## config.mk

```make
export PLATFORM = sky130hd
export DESIGN_NAME = e203_tohost_resp
export DESIGN_NICKNAME = d
export VERILOG_FILES = /design/src/rtl/e203_tohost_resp.sv
export SDC_FILE = /design/constraint.sdc
export NUM_CORES = 1
export LEC_CHECK = 0
export CAP_MARGIN = 5
export CORE_UTILIZATION = 60
export CTS_CLUSTER_SIZE = 30
export DETAILED_ROUTE_END_ITERATION = 10
export DONT_BUFFER_PORTS = 1
export PLACE_DENSITY = 0.76
export SYNTH_ARGS = -nofsm -noshare
export SYNTH_HDL_FRONTEND = slang
export SYNTH_SLANG_ARGS = --single-unit
export TNS_END_PERCENT = 1
```

## constraint.sdc

```tcl
create_clock -name clk -period 5.49 [get_ports clk]
set_input_delay 1.647 -clock clk [delete_from_list [all_inputs] [get_ports clk]]
set_output_delay 1.647 -clock clk [all_outputs]
set_load 0.1 [all_outputs]
```

## src/rtl/e203_tohost_resp.sv

```systemverilog
// ICB responder for the tohost test-status window: decodes CPU stores into
// done/pass/fail/timeout flags and keeps cycle and retired-instruction statistics.
module e203_tohost_resp #(
  parameter int AW          = 16,
  parameter int DONE_WRITES = 8,
  parameter int TIMEOUT     = 10000000
) (
  input  logic          clk,
  input  logic          rst,
  input  logic          icb_cmd_valid,
  output logic          icb_cmd_ready,
  input  logic [AW-1:0] icb_cmd_addr,
  input  logic          icb_cmd_read,
  input  logic [31:0]   icb_cmd_wdata,
  input  logic [3:0]    icb_cmd_wmask,
  output logic          icb_rsp_valid,
  input  logic          icb_rsp_ready,
  output logic [31:0]   icb_rsp_rdata,
  output logic          icb_rsp_err,
  input  logic          cmt_valid,
  output logic          test_done,
  output logic          test_pass,
  output logic          test_fail,
  output logic          test_timeout
);

  localparam logic [2:0]  SEL_TOHOST    = 3'd0;
  localparam logic [2:0]  SEL_CYCLE     = 3'd1;
  localparam logic [2:0]  SEL_END_CYCLE = 3'd2;
  localparam logic [2:0]  SEL_WR_CNT    = 3'd3;
  localparam logic [2:0]  SEL_INSTRET   = 3'd4;
  localparam logic [2:0]  SEL_STATUS    = 3'd5;
  localparam logic [31:0] DONE_CNT      = 32'(DONE_WRITES);
  localparam logic [31:0] TIMEOUT_LAST  = 32'(TIMEOUT - 1);

  logic [31:0] tohost_q, tohost_d;
  logic [31:0] cycle_q, cycle_d;
  logic [31:0] end_cycle_q, end_cycle_d;
  logic [31:0] wr_cnt_q, wr_cnt_d;
  logic [31:0] instret_q, instret_d;
  logic        first_wr_q, first_wr_d;
  logic        done_q, done_d;
  logic        timeout_q, timeout_d;
  logic        rsp_valid_q, rsp_valid_d;
  logic [31:0] rsp_rdata_q, rsp_rdata_d;
  logic        rsp_err_q, rsp_err_d;

  logic [2:0]  sel;
  logic        aligned;
  logic        rd_ok;
  logic        wr_ok;
  logic        accept;
  logic        tohost_wr;
  logic        pass_w;
  logic        fail_w;
  logic [31:0] reg_val;
  logic [31:0] tohost_merged;
  logic        addr_unused;

  // Only offset bits [4:0] are decoded; the window aliases across the rest.
  assign addr_unused = ^icb_cmd_addr[AW-1:5];
  assign sel         = icb_cmd_addr[4:2];
  assign aligned     = (icb_cmd_addr[1:0] == 2'b00);
  assign rd_ok       = aligned && (sel <= SEL_STATUS);
  assign wr_ok       = aligned && (sel == SEL_TOHOST);

  assign icb_cmd_ready = ~rsp_valid_q | icb_rsp_ready;
  assign accept        = icb_cmd_valid & icb_cmd_ready;
  assign tohost_wr     = accept & ~icb_cmd_read & wr_ok;

  assign pass_w = done_q & (tohost_q == 32'd1);
  assign fail_w = done_q & (tohost_q != 32'd1);

  genvar gi;
  generate
    for (gi = 0; gi < 4; gi++) begin : g_merge
      assign tohost_merged[gi*8 +: 8] = icb_cmd_wmask[gi] ? icb_cmd_wdata[gi*8 +: 8]
                                                          : tohost_q[gi*8 +: 8];
    end
  endgenerate

  always_comb begin
    reg_val = 32'd0;
    case (sel)
      SEL_TOHOST:    reg_val = tohost_q;
      SEL_CYCLE:     reg_val = cycle_q;
      SEL_END_CYCLE: reg_val = end_cycle_q;
      SEL_WR_CNT:    reg_val = wr_cnt_q;
      SEL_INSTRET:   reg_val = instret_q;
      SEL_STATUS:    reg_val = {27'd0, first_wr_q, timeout_q, fail_w, pass_w, done_q};
      default:       reg_val = 32'd0;
    endcase
  end

  always_comb begin
    tohost_d    = tohost_q;
    cycle_d     = cycle_q + 32'd1;
    end_cycle_d = end_cycle_q;
    wr_cnt_d    = wr_cnt_q;
    instret_d   = instret_q;
    first_wr_d  = first_wr_q;
    rsp_valid_d = rsp_valid_q;
    rsp_rdata_d = rsp_rdata_q;
    rsp_err_d   = rsp_err_q;

    if (tohost_wr) begin
      tohost_d = tohost_merged;
      if (wr_cnt_q != 32'hFFFF_FFFF) begin
        wr_cnt_d = wr_cnt_q + 32'd1;
      end
      if (!first_wr_q) begin
        first_wr_d  = 1'b1;
        end_cycle_d = cycle_q;
      end
    end

    // A retirement on the same edge as the first tohost write is excluded.
    if (cmt_valid && !first_wr_q && !tohost_wr) begin
      instret_d = instret_q + 32'd1;
    end

    done_d    = done_q | (tohost_wr && (wr_cnt_d == DONE_CNT));
    timeout_d = timeout_q | (!done_d && (cycle_q == TIMEOUT_LAST));

    if (accept) begin
      rsp_valid_d = 1'b1;
      rsp_rdata_d = (icb_cmd_read && rd_ok) ? reg_val : 32'd0;
      rsp_err_d   = icb_cmd_read ? ~rd_ok : ~wr_ok;
    end else if (icb_rsp_ready) begin
      rsp_valid_d = 1'b0;
    end
  end

  always_ff @(posedge clk) begin
    if (rst) begin
      tohost_q    <= 32'd0;
      cycle_q     <= 32'd0;
      end_cycle_q <= 32'd0;
      wr_cnt_q    <= 32'd0;
      instret_q   <= 32'd0;
      first_wr_q  <= 1'b0;
      done_q      <= 1'b0;
      timeout_q   <= 1'b0;
      rsp_valid_q <= 1'b0;
      rsp_rdata_q <= 32'd0;
      rsp_err_q   <= 1'b0;
    end else begin
      tohost_q    <= tohost_d;
      cycle_q     <= cycle_d;
      end_cycle_q <= end_cycle_d;
      wr_cnt_q    <= wr_cnt_d;
      instret_q   <= instret_d;
      first_wr_q  <= first_wr_d;
      done_q      <= done_d;
      timeout_q   <= timeout_d;
      rsp_valid_q <= rsp_valid_d;
      rsp_rdata_q <= rsp_rdata_d;
      rsp_err_q   <= rsp_err_d;
    end
  end

  assign icb_rsp_valid = rsp_valid_q;
  assign icb_rsp_rdata = rsp_rdata_q;
  assign icb_rsp_err   = rsp_err_q;
  assign test_done     = done_q;
  assign test_pass     = pass_w;
  assign test_fail     = fail_w;
  assign test_timeout  = timeout_q;

endmodule

```

Word-level counts from Yosys, hierarchy flattened. Cells that the tools add are included.

Output and inout bits: 39. Register bits: 197.

$add $sub $neg: 3. Eq/ne operators: 10. $lt $le $gt $ge: 1. Bitwise operators: 13. Multiplexer cells: 7. Reductions and logical operators: 18.

Operators with widths (number): case mux 32 bit (6 select lines) (1); adder 32 x 1 -> 32 bit (second input constant) (3); two-way mux 32 bit (3); equality test 32 x 1 -> 1 bit (second input constant) (1); equality test 32 x 24 -> 1 bit (second input constant) (1); equality test 32 x 4 -> 1 bit (second input constant) (1); inequality test 32 x 1 -> 1 bit (second input constant) (1); inequality test 32 bit (second input constant) (1); AND reduction 2 bit (5); logical AND 1 bit (7); equality test 3 x 2 -> 1 bit (second input constant) (2); equality test 3 bit (second input constant) (2); AND 1 bit (5); inverter 1 bit (5); equality test 3 x 1 -> 1 bit (second input constant) (1); less-or-equal comparator 3 bit (second input constant) (1); zero test 1 bit (3); zero test 3 bit (1); two-way mux 1 bit (3); bitwise OR 1 bit (3); zero test 2 bit (1); nonzero test 2 bit (1).

Logic depth before layout (Yosys ltp). Gate-level depths: netlist of the first run.

Depth after elaboration: 12. Mapped depth: 10.

Worst setup path before layout of the first run. No wires, ideal clock.

Path type: input port to flip-flop. Start point: input port icb_rsp_ready. End point: register timeout_q (netlist: test_timeout). Path buffers: 1. Cell stages on the path: 9. Path slack: 802 ps. Data required time: 5372 ps. Arrival: 4571 ps. Cells stage by stage: nand2b_1 -> clkbuf_1 -> nand4_1 -> a31oi_1 -> nand4_1 -> xnor2_1 -> nor4_1 -> a41oi_1 -> a22o_1.

Word-level cells in the longest chain between the ends: 11.

RTL lines: start, declared (RTL line 17) `input logic icb_rsp_ready,`; bitwise OR 1 bit * (RTL line 67) `assign icb_cmd_ready = ~rsp_valid_q | icb_rsp_ready;`; named net icb_cmd_ready (RTL line 11) `output logic icb_cmd_ready,`; AND 1 bit * (RTL line 68) `assign accept = icb_cmd_valid & icb_cmd_ready;`; AND 1 bit * (2 in a row) (RTL line 69) `assign tohost_wr = accept & ~icb_cmd_read & wr_ok;`; two-way mux 32 bit (RTL line 106) `if (tohost_wr) begin`; equality test 32 x 4 -> 1 bit (RTL line 122) `done_d = done_q | (tohost_wr && (wr_cnt_d == DONE_CNT));`; logical AND 1 bit * (RTL line 122); bitwise OR 1 bit * (RTL line 122); zero test 1 bit * (RTL line 123) `timeout_d = timeout_q | (!done_d && (cycle_q == TIMEOUT_LAST));`; logical AND 1 bit * (RTL line 123); bitwise OR 1 bit * (RTL line 123); end signal, assigned (RTL line 155) `timeout_q <= timeout_d;`; end, declared (RTL line 43) `logic timeout_q, timeout_d;`.

The timed path passes the listed nets; every way through them passes the cells marked *. A chain may end at the register's enable or synchronous reset.

Worst setup path after layout of the first run.
Start point: register tohost_q[24]. End point: output port test_pass.

Word-level cells in the longest chain between the ends: 2.

RTL lines: start, declared (RTL line 36) `logic [31:0] tohost_q, tohost_d;`; start signal, assigned (RTL line 148) `tohost_q <= tohost_d;`; equality test 32 x 1 -> 1 bit (RTL line 71) `assign pass_w = done_q & (tohost_q == 32'd1);`; AND 1 bit (RTL line 71); end, declared (RTL line 22) `output logic test_pass,`.

Every way passes these cells.

==> out/results.ini, run 1 <==
[outcome]
status=complete, no violations

[timing]
drv_slew=0
rsz0062_at_grt=false
finClkSkew_ns=0.00747
hold_viol_final=0
finalCritPeriodShare=0.788
max-slew-margin-rel=0.272
fmax_mhz=231
tns_ns=0
worstMarginPinSlew_ns=1.09
min_period_ns=4.33
setup_viol=0

[synth]
synth-seq-cells=197
yosys.area.top_type=dfxtp_1
syn_area_per_cell_um2=8.05
yosys.cell_types.count=49
synth_flop_cell=dfxtp_1
synth-edff-count=0
synth_top_area_frac=0.412
synthArstFlopShare=0
synth_nets=1251
synth_common_cells=197 x dfxtp_1, 162 x nor2_1, 152 x nand2_1, 103 x a21oi_1
ys_warn_count=0
synth.most_common_cell=dfxtp_1
seq_area_frac_synth=0.412
yosys-top-cells-area=dfxtp_1 41%, nor2_1 6.3%, nand2_1 6.0%
netlist_area_um2=9580
synthCells=1190

[worst_setup_path]
reg2reg_to=instret_q[31]
worstRegToRegCells=8
r2r_setup_slack_ns=1.96
startpoint_type=flip-flop
worstSetupPathType=reg2out
rr_startpoint=icb_rsp_valid
worst_ep_arrival_time_ns=2.68
cp.required_ns=3.84
critPathMaxFanout=3
crit_path_end_kind=output port

[cells_and_area]
synthToLayoutAreaGrowth_pct=5.31
final_area_um2=10100
diodes=0
fin_nets=1183
drive_gt1_frac=0.0502

[global_route]
grt_pass1_wl_um=39500
grt-ovfl-total=0
grt_pass1_vias=7531
antenna_found_initial=0
gr-usage-all-layers=0.311
use_met3=0.0636
grt_max_degree=197
grtUsageMet1=0.418
gr-max-usage-layer=met2
use_met2=0.492

[drt]
num_vias=8355
post_drt_wl_per_cell_um=18.8
viasPerCell=6.21
drt_iter0_drc=865
drt-total-wl_um=25300
postRouteAntennaNets=0
drc=0
first_pass_iters=6

[clock_tree]
cts-buffers-inserted=17
clk-insertion-delay-late_ns=0.43
clock_tree.root_cell=clkbuf_16
tritoncts=built
ctsResizeCount=0
clockBufferDepth=2
ctsHtreeMaxLevel=4
cts_setup_buffers=0
clk_pin_slew_worst_paths_ns=0.07
clock_sinks=197
cts_hold_buffers=0

[pwr]
p_leak_nw=3.36
pwr_density_cell_nw_per_um2=266
peakVddDrop_v=0.000231

[floorplanning]
start_util=0.623
pin_count=97
core_um2=15400
die_h_um=128
die_x_um=128
dieArea_um2=16500
rows=45

[hold_path]
hold_path_depth=2
hp-class=reg2reg
min_from=end_cycle_q[30]
min_to=end_cycle_q[30]

[placement]
port_buffers=0
postPlaceCellArea_um2=9540
dpl.hpwl_um=17500
gp_congestion=0.890

[job]
maxCapViolations=0

[layer usage]
layer	routed length, um	vias to the layer above
met3	1830	54
met5	0	-
met1	10900	3967
li1	-	4028
met2	11800	306
met4	799	0
[how the worst max path moves through the flow]
stage	startpoint	depth (start not counted)	slack, ns	endpoint
6_report	tohost_q[24]	4	1.16	test_pass
5_1_grt	tohost_q[25]	4	1.09	test_pass
4_1_cts	tohost_q[24]	4	1.19	test_pass
3_5_place_dp	icb_cmd_read	8	1.30	test_timeout
2_1_floorplan	icb_rsp_ready	9	0.80	test_timeout
3_3_place_gp	icb_cmd_read	8	1.38	test_timeout
[cells by family after synthesis]
kind of cell,Yosys count,share of synthesized area
adder cells (fa/ha/maj),3,0.00392
flip-flops,197,0.412
AO/OA/AOI/OAI,220,0.143
XOR/XNOR,86,0.0786
buffers and inverters,105,0.0432
AND/OR/NAND/NOR,526,0.260
multiplexers,53,0.0595
[critical path, stage by stage, from the launching register on]
cell	delay [ns]
dfxtp_1	0.33
nor4_1	0.38
nand4_1	0.34
nor2_1	0.37
and2_1	0.82
[where the power goes]
part,total (mW),switching [mW],internal [mW]
Clock,1.18,0.565,0.611
Sequential,1.45,0.0157,1.43
Combinational,0.0552,0.0338,0.0214
[metrics by stage]
step | setup WS [ns] | power [mW] | hold slack, ns | instances | utilization
after CTS | 1.19 | 2.69 | 0.451 | 1346 | 0.656
after floorplan | 0.802 | 1.56 | 0.433 | 1190 | -
final | 1.16 | 2.68 | 0.452 | 1346 | 0.656
after global placement | 1.38 | 1.53 | 0.433 | 1314 | 0.621
after global routing | 1.09 | 2.76 | 0.481 | 1346 | 0.656
after detailed placement | 1.30 | 1.54 | 0.441 | 1314 | 0.621
[layout by cell type, fill, tap and decap left out, drive strengths merged, types with 17 or more instances in the layout]
master	count
a21oi	103
a22oi	47
clkbuf	20
dfxtp	197
mux2i	48
nand2	152
nand3	73
nand4	30
nor2	162
nor4	17
o21ai	19
o22ai	23
xnor2	29
xor2	57
[state kept, by name, summed over array words and instances (netlist names)]
signal / cells
test_done: 1
test_timeout: 1
wr_cnt_q: 32
end_cycle_q: 32
instret_q: 32
icb_rsp_valid: 1
icb_rsp_err: 1
icb_rsp_rdata: 32
first_wr_q: 1
tohost_q: 32
cycle_q: 32
[layout make-up]
cell class                 count  area [um^2]
fill                        1300         5280
multi-input combinational    888         5230
sequential                   197         3940
clock buffer                  20          457
tap                          211          264
clock inverter                12         96.3
timing repair buffer           9         67.6
inverter                       9         33.8
Power figures use the tool's default switching activity.
==> run 2, diff against run 1 <==
--- a/config.mk
+++ b/config.mk
@@ -5,8 +5,9 @@
 export SDC_FILE = /design/constraint.sdc
 export NUM_CORES = 1
 export LEC_CHECK = 0
+export ABC_AREA = 1
 export CAP_MARGIN = 5
-export CORE_UTILIZATION = 60
+export CORE_UTILIZATION = 58
 export CTS_CLUSTER_SIZE = 30
 export DETAILED_ROUTE_END_ITERATION = 10
 export DONT_BUFFER_PORTS = 1
==> constraint.sdc (replaced) <==
create_clock -name clk -period 3.7 [get_ports clk]
set_input_delay 1.11 -clock clk [delete_from_list [all_inputs] [get_ports clk]]
set_output_delay 1.11 -clock clk [all_outputs]
set_load 0.1 [all_outputs]
==> run 2 against run 1 <==
  * Total power grew 50%
  * Critical path depth up 3
  * Die area increased by 6.0%
  * Sequential power increased by 48%
  * Final area grew 4.8%
  * Sequential share of layout area down 1.8 points
  * Critical endpoint is now test_fail
  * Largest cell class unchanged
  * Largest power group unchanged
  * Highest routed layer is now met5
==> out/results.ini, run 2 <==
[pwr]
pwr_density_cell_nw_per_um2=379
peakVddDrop_v=0.000346
p_leak_nw=3.70

[synth]
yosys.area.top_type=dfxtp_1
synth-seq-cells=197
seq_area_frac_synth=0.401
yosys-top-cells-area=dfxtp_1 40%, nand2_1 10%, a21oi_1 7.9%
synth_flop_cell=dfxtp_1
synth-edff-count=0
yosys.cell_types.count=48
synthCells=1415
synth_common_cells=263 x nand2_1, 197 x dfxtp_1, 196 x inv_1, 155 x a21oi_1, 136 x nor2_1
synthArstFlopShare=0
synth_top_area_frac=0.401
ys_warn_count=0
synth_nets=1476
synth.most_common_cell=nand2_1
syn_area_per_cell_um2=6.94
netlist_area_um2=9830

[worst_setup_path]
cp_top_family=simple AND/OR/NAND/NOR gates
crit_path_end_kind=output port
startpoint_type=flip-flop
crit_top_cell=inv_1
critPathMaxFanout=3
worst_path_max_delay_cell=nor4_1
worst_ep_arrival_time_ns=2.20
slowest_delay_ns=0.45
cp_num_buf_inv=3
worstPathCellList=inv_1 > nand4_1 > nor4_1 > nand2_1 > inv_1 > nor2_2 > buf_4
worstSetupPathType=reg2out
cp.required_ns=2.59

[cells_and_area]
most-common-layout-cells=263 x nand2_1, 197 x dfxtp_1, 195 x inv_1
drive_gt1_frac=0.0703
fin_nets=1457
synthToLayoutAreaGrowth_pct=7.65
fill_cells=1581
layout_commonest_cell=nand2_1
diodes=0
final_util=0.638

[placement]
gp_congestion=0.982
dpl.hpwl_um=22000
port_buffers=0

[timing]
hold_viol_final=0
finalCritPeriodShare=0.895
drv_slew=0
max-slew-margin-rel=0.325
setup_viol=0
rsz0062_at_grt=false
fmax_mhz=302
tns_ns=0
min_period_ns=3.31
worstMarginPinSlew_ns=1.01
finClkSkew_ns=0.00595

[hold_path]
hp-class=reg2reg

[drt]
drt_iter0_drc=1087
postRouteAntennaNets=0
drt-total-wl_um=29600
num_vias=9637
drc=0
first_pass_iters=6
post_drt_wl_per_cell_um=18.2
viasPerCell=5.92

[floorplanning]
dieArea_um2=17500
core_um2=16600
die_h_um=132
pin_count=97
die_x_um=132
rows=47
start_util=0.593

[job]
maxCapViolations=0

[clock_tree]
clockBufferDepth=2
ctsHtreeMaxLevel=4
cts_hold_buffers=0
cts-buffers-inserted=17
clock_sinks=197
clk-insertion-delay-late_ns=0.44
tritoncts=built
cts_setup_buffers=0
clock_tree.root_cell=clkbuf_16
ctsResizeCount=0
clk_pin_slew_worst_paths_ns=0.07

[global_route]
grt_max_degree=98
gr-usage-all-layers=0.345
grt-ovfl-total=0
grt_pass1_wl_um=46100
antenna_found_initial=1
grt_pass1_vias=8497

[outcome]
status=complete, no violations

==> run 2: cell types whose count changed after synthesis, sizes merged, moves of 19 or more <==
cell    change
xor2       -47
inv       +192
xnor2      -26
mux2i      -48
clkbuf     -24
nand2     +121
a21oi      +52
o21ai     +112
nor3       +26
nand3      -23
a22oi      -47
o221ai     +19
==> run 2: area by class of cell <==
type | instances | area (um^2) | share of cell area
Multi-Input combinational cell | 958 | 4900 | 0.463
Sequential cell | 197 | 3940 | 0.373
Inverter | 204 | 767 | 0.0725
Clock buffer | 22 | 454 | 0.0429
Tap cell | 220 | 275 | 0.0260
Timing Repair Buffer | 18 | 160 | 0.0151
Clock inverter | 10 | 75.1 | 0.00710
==> run 2: worst register-to-register path, delay by kind of cell, from the launching register on <==
kind                     cells  cell delay, ns
AO/OA/AOI/OAI                2            0.17
adder cells (fa/ha/maj)      1            0.22
buffers and inverters        1            0.08
flip-flops                   1            0.36
AND/OR/NAND/NOR             12            1.65
==> run 2: cell families after synthesis <==
logic type / share of synthesized area
AOI/OAI and AO/OA: 0.213
buffers and inverters: 0.101
adders and majority gates: 0.00382
DFF: 0.401
xor gates and xnor gates: 0.0116
and+or+nand+nor: 0.270
==> run 2: final timing paths <==
| path | from | end | slack [ns] | cells after the start |
|---|---|---|---|---|
| max | tohost_q[27] | test_fail | 0.39 | 7 |
| max reg2reg | wr_cnt_q[1] | test_timeout | 1.11 | 16 |
| min | end_cycle_q[26] | end_cycle_q[26] | 0.46 | 2 |
| min reg2reg | end_cycle_q[26] | end_cycle_q[26] | 0.46 | 2 |
==> run 2: routing by layer <==
layer  GRT usage  vias to the layer above  part of all wire
met5           0                        -           0.00041
met4       0.130                        2             0.030
met3      0.0730                       59              0.10
met2       0.511                      484              0.43
met1       0.491                     4412              0.44
li1            -                     4680                 -
==> run 2: stage by stage <==
stage / area (um^2) / setup slack, ns / hold slack (ns) / std cells / power [mW]
floorplan: 9830 / 0.121 / 0.425 / 1415 / 2.31
finish: 10600 / 0.389 / 0.459 / 1629 / 4.01
CTS: 10600 / 0.353 / 0.459 / 1629 / 4.01
global route: 10600 / 0.301 / 0.472 / 1629 / 4.11
detailed placement: 10000 / 0.537 / 0.449 / 1597 / 2.33
global placement: 10000 / 0.597 / 0.437 / 1597 / 2.33
==> run 2: report_power, final <==
part | total, mW | switching [mW] | internal [mW] | leakage (nW)
registers | 2.15 | 0.0158 | 2.13 | 1.59
logic | 0.143 | 0.107 | 0.0354 | 1.85
clock network | 1.72 | 0.835 | 0.886 | 0.258
total | 4.01 | 0.958 | 3.05 | 3.70
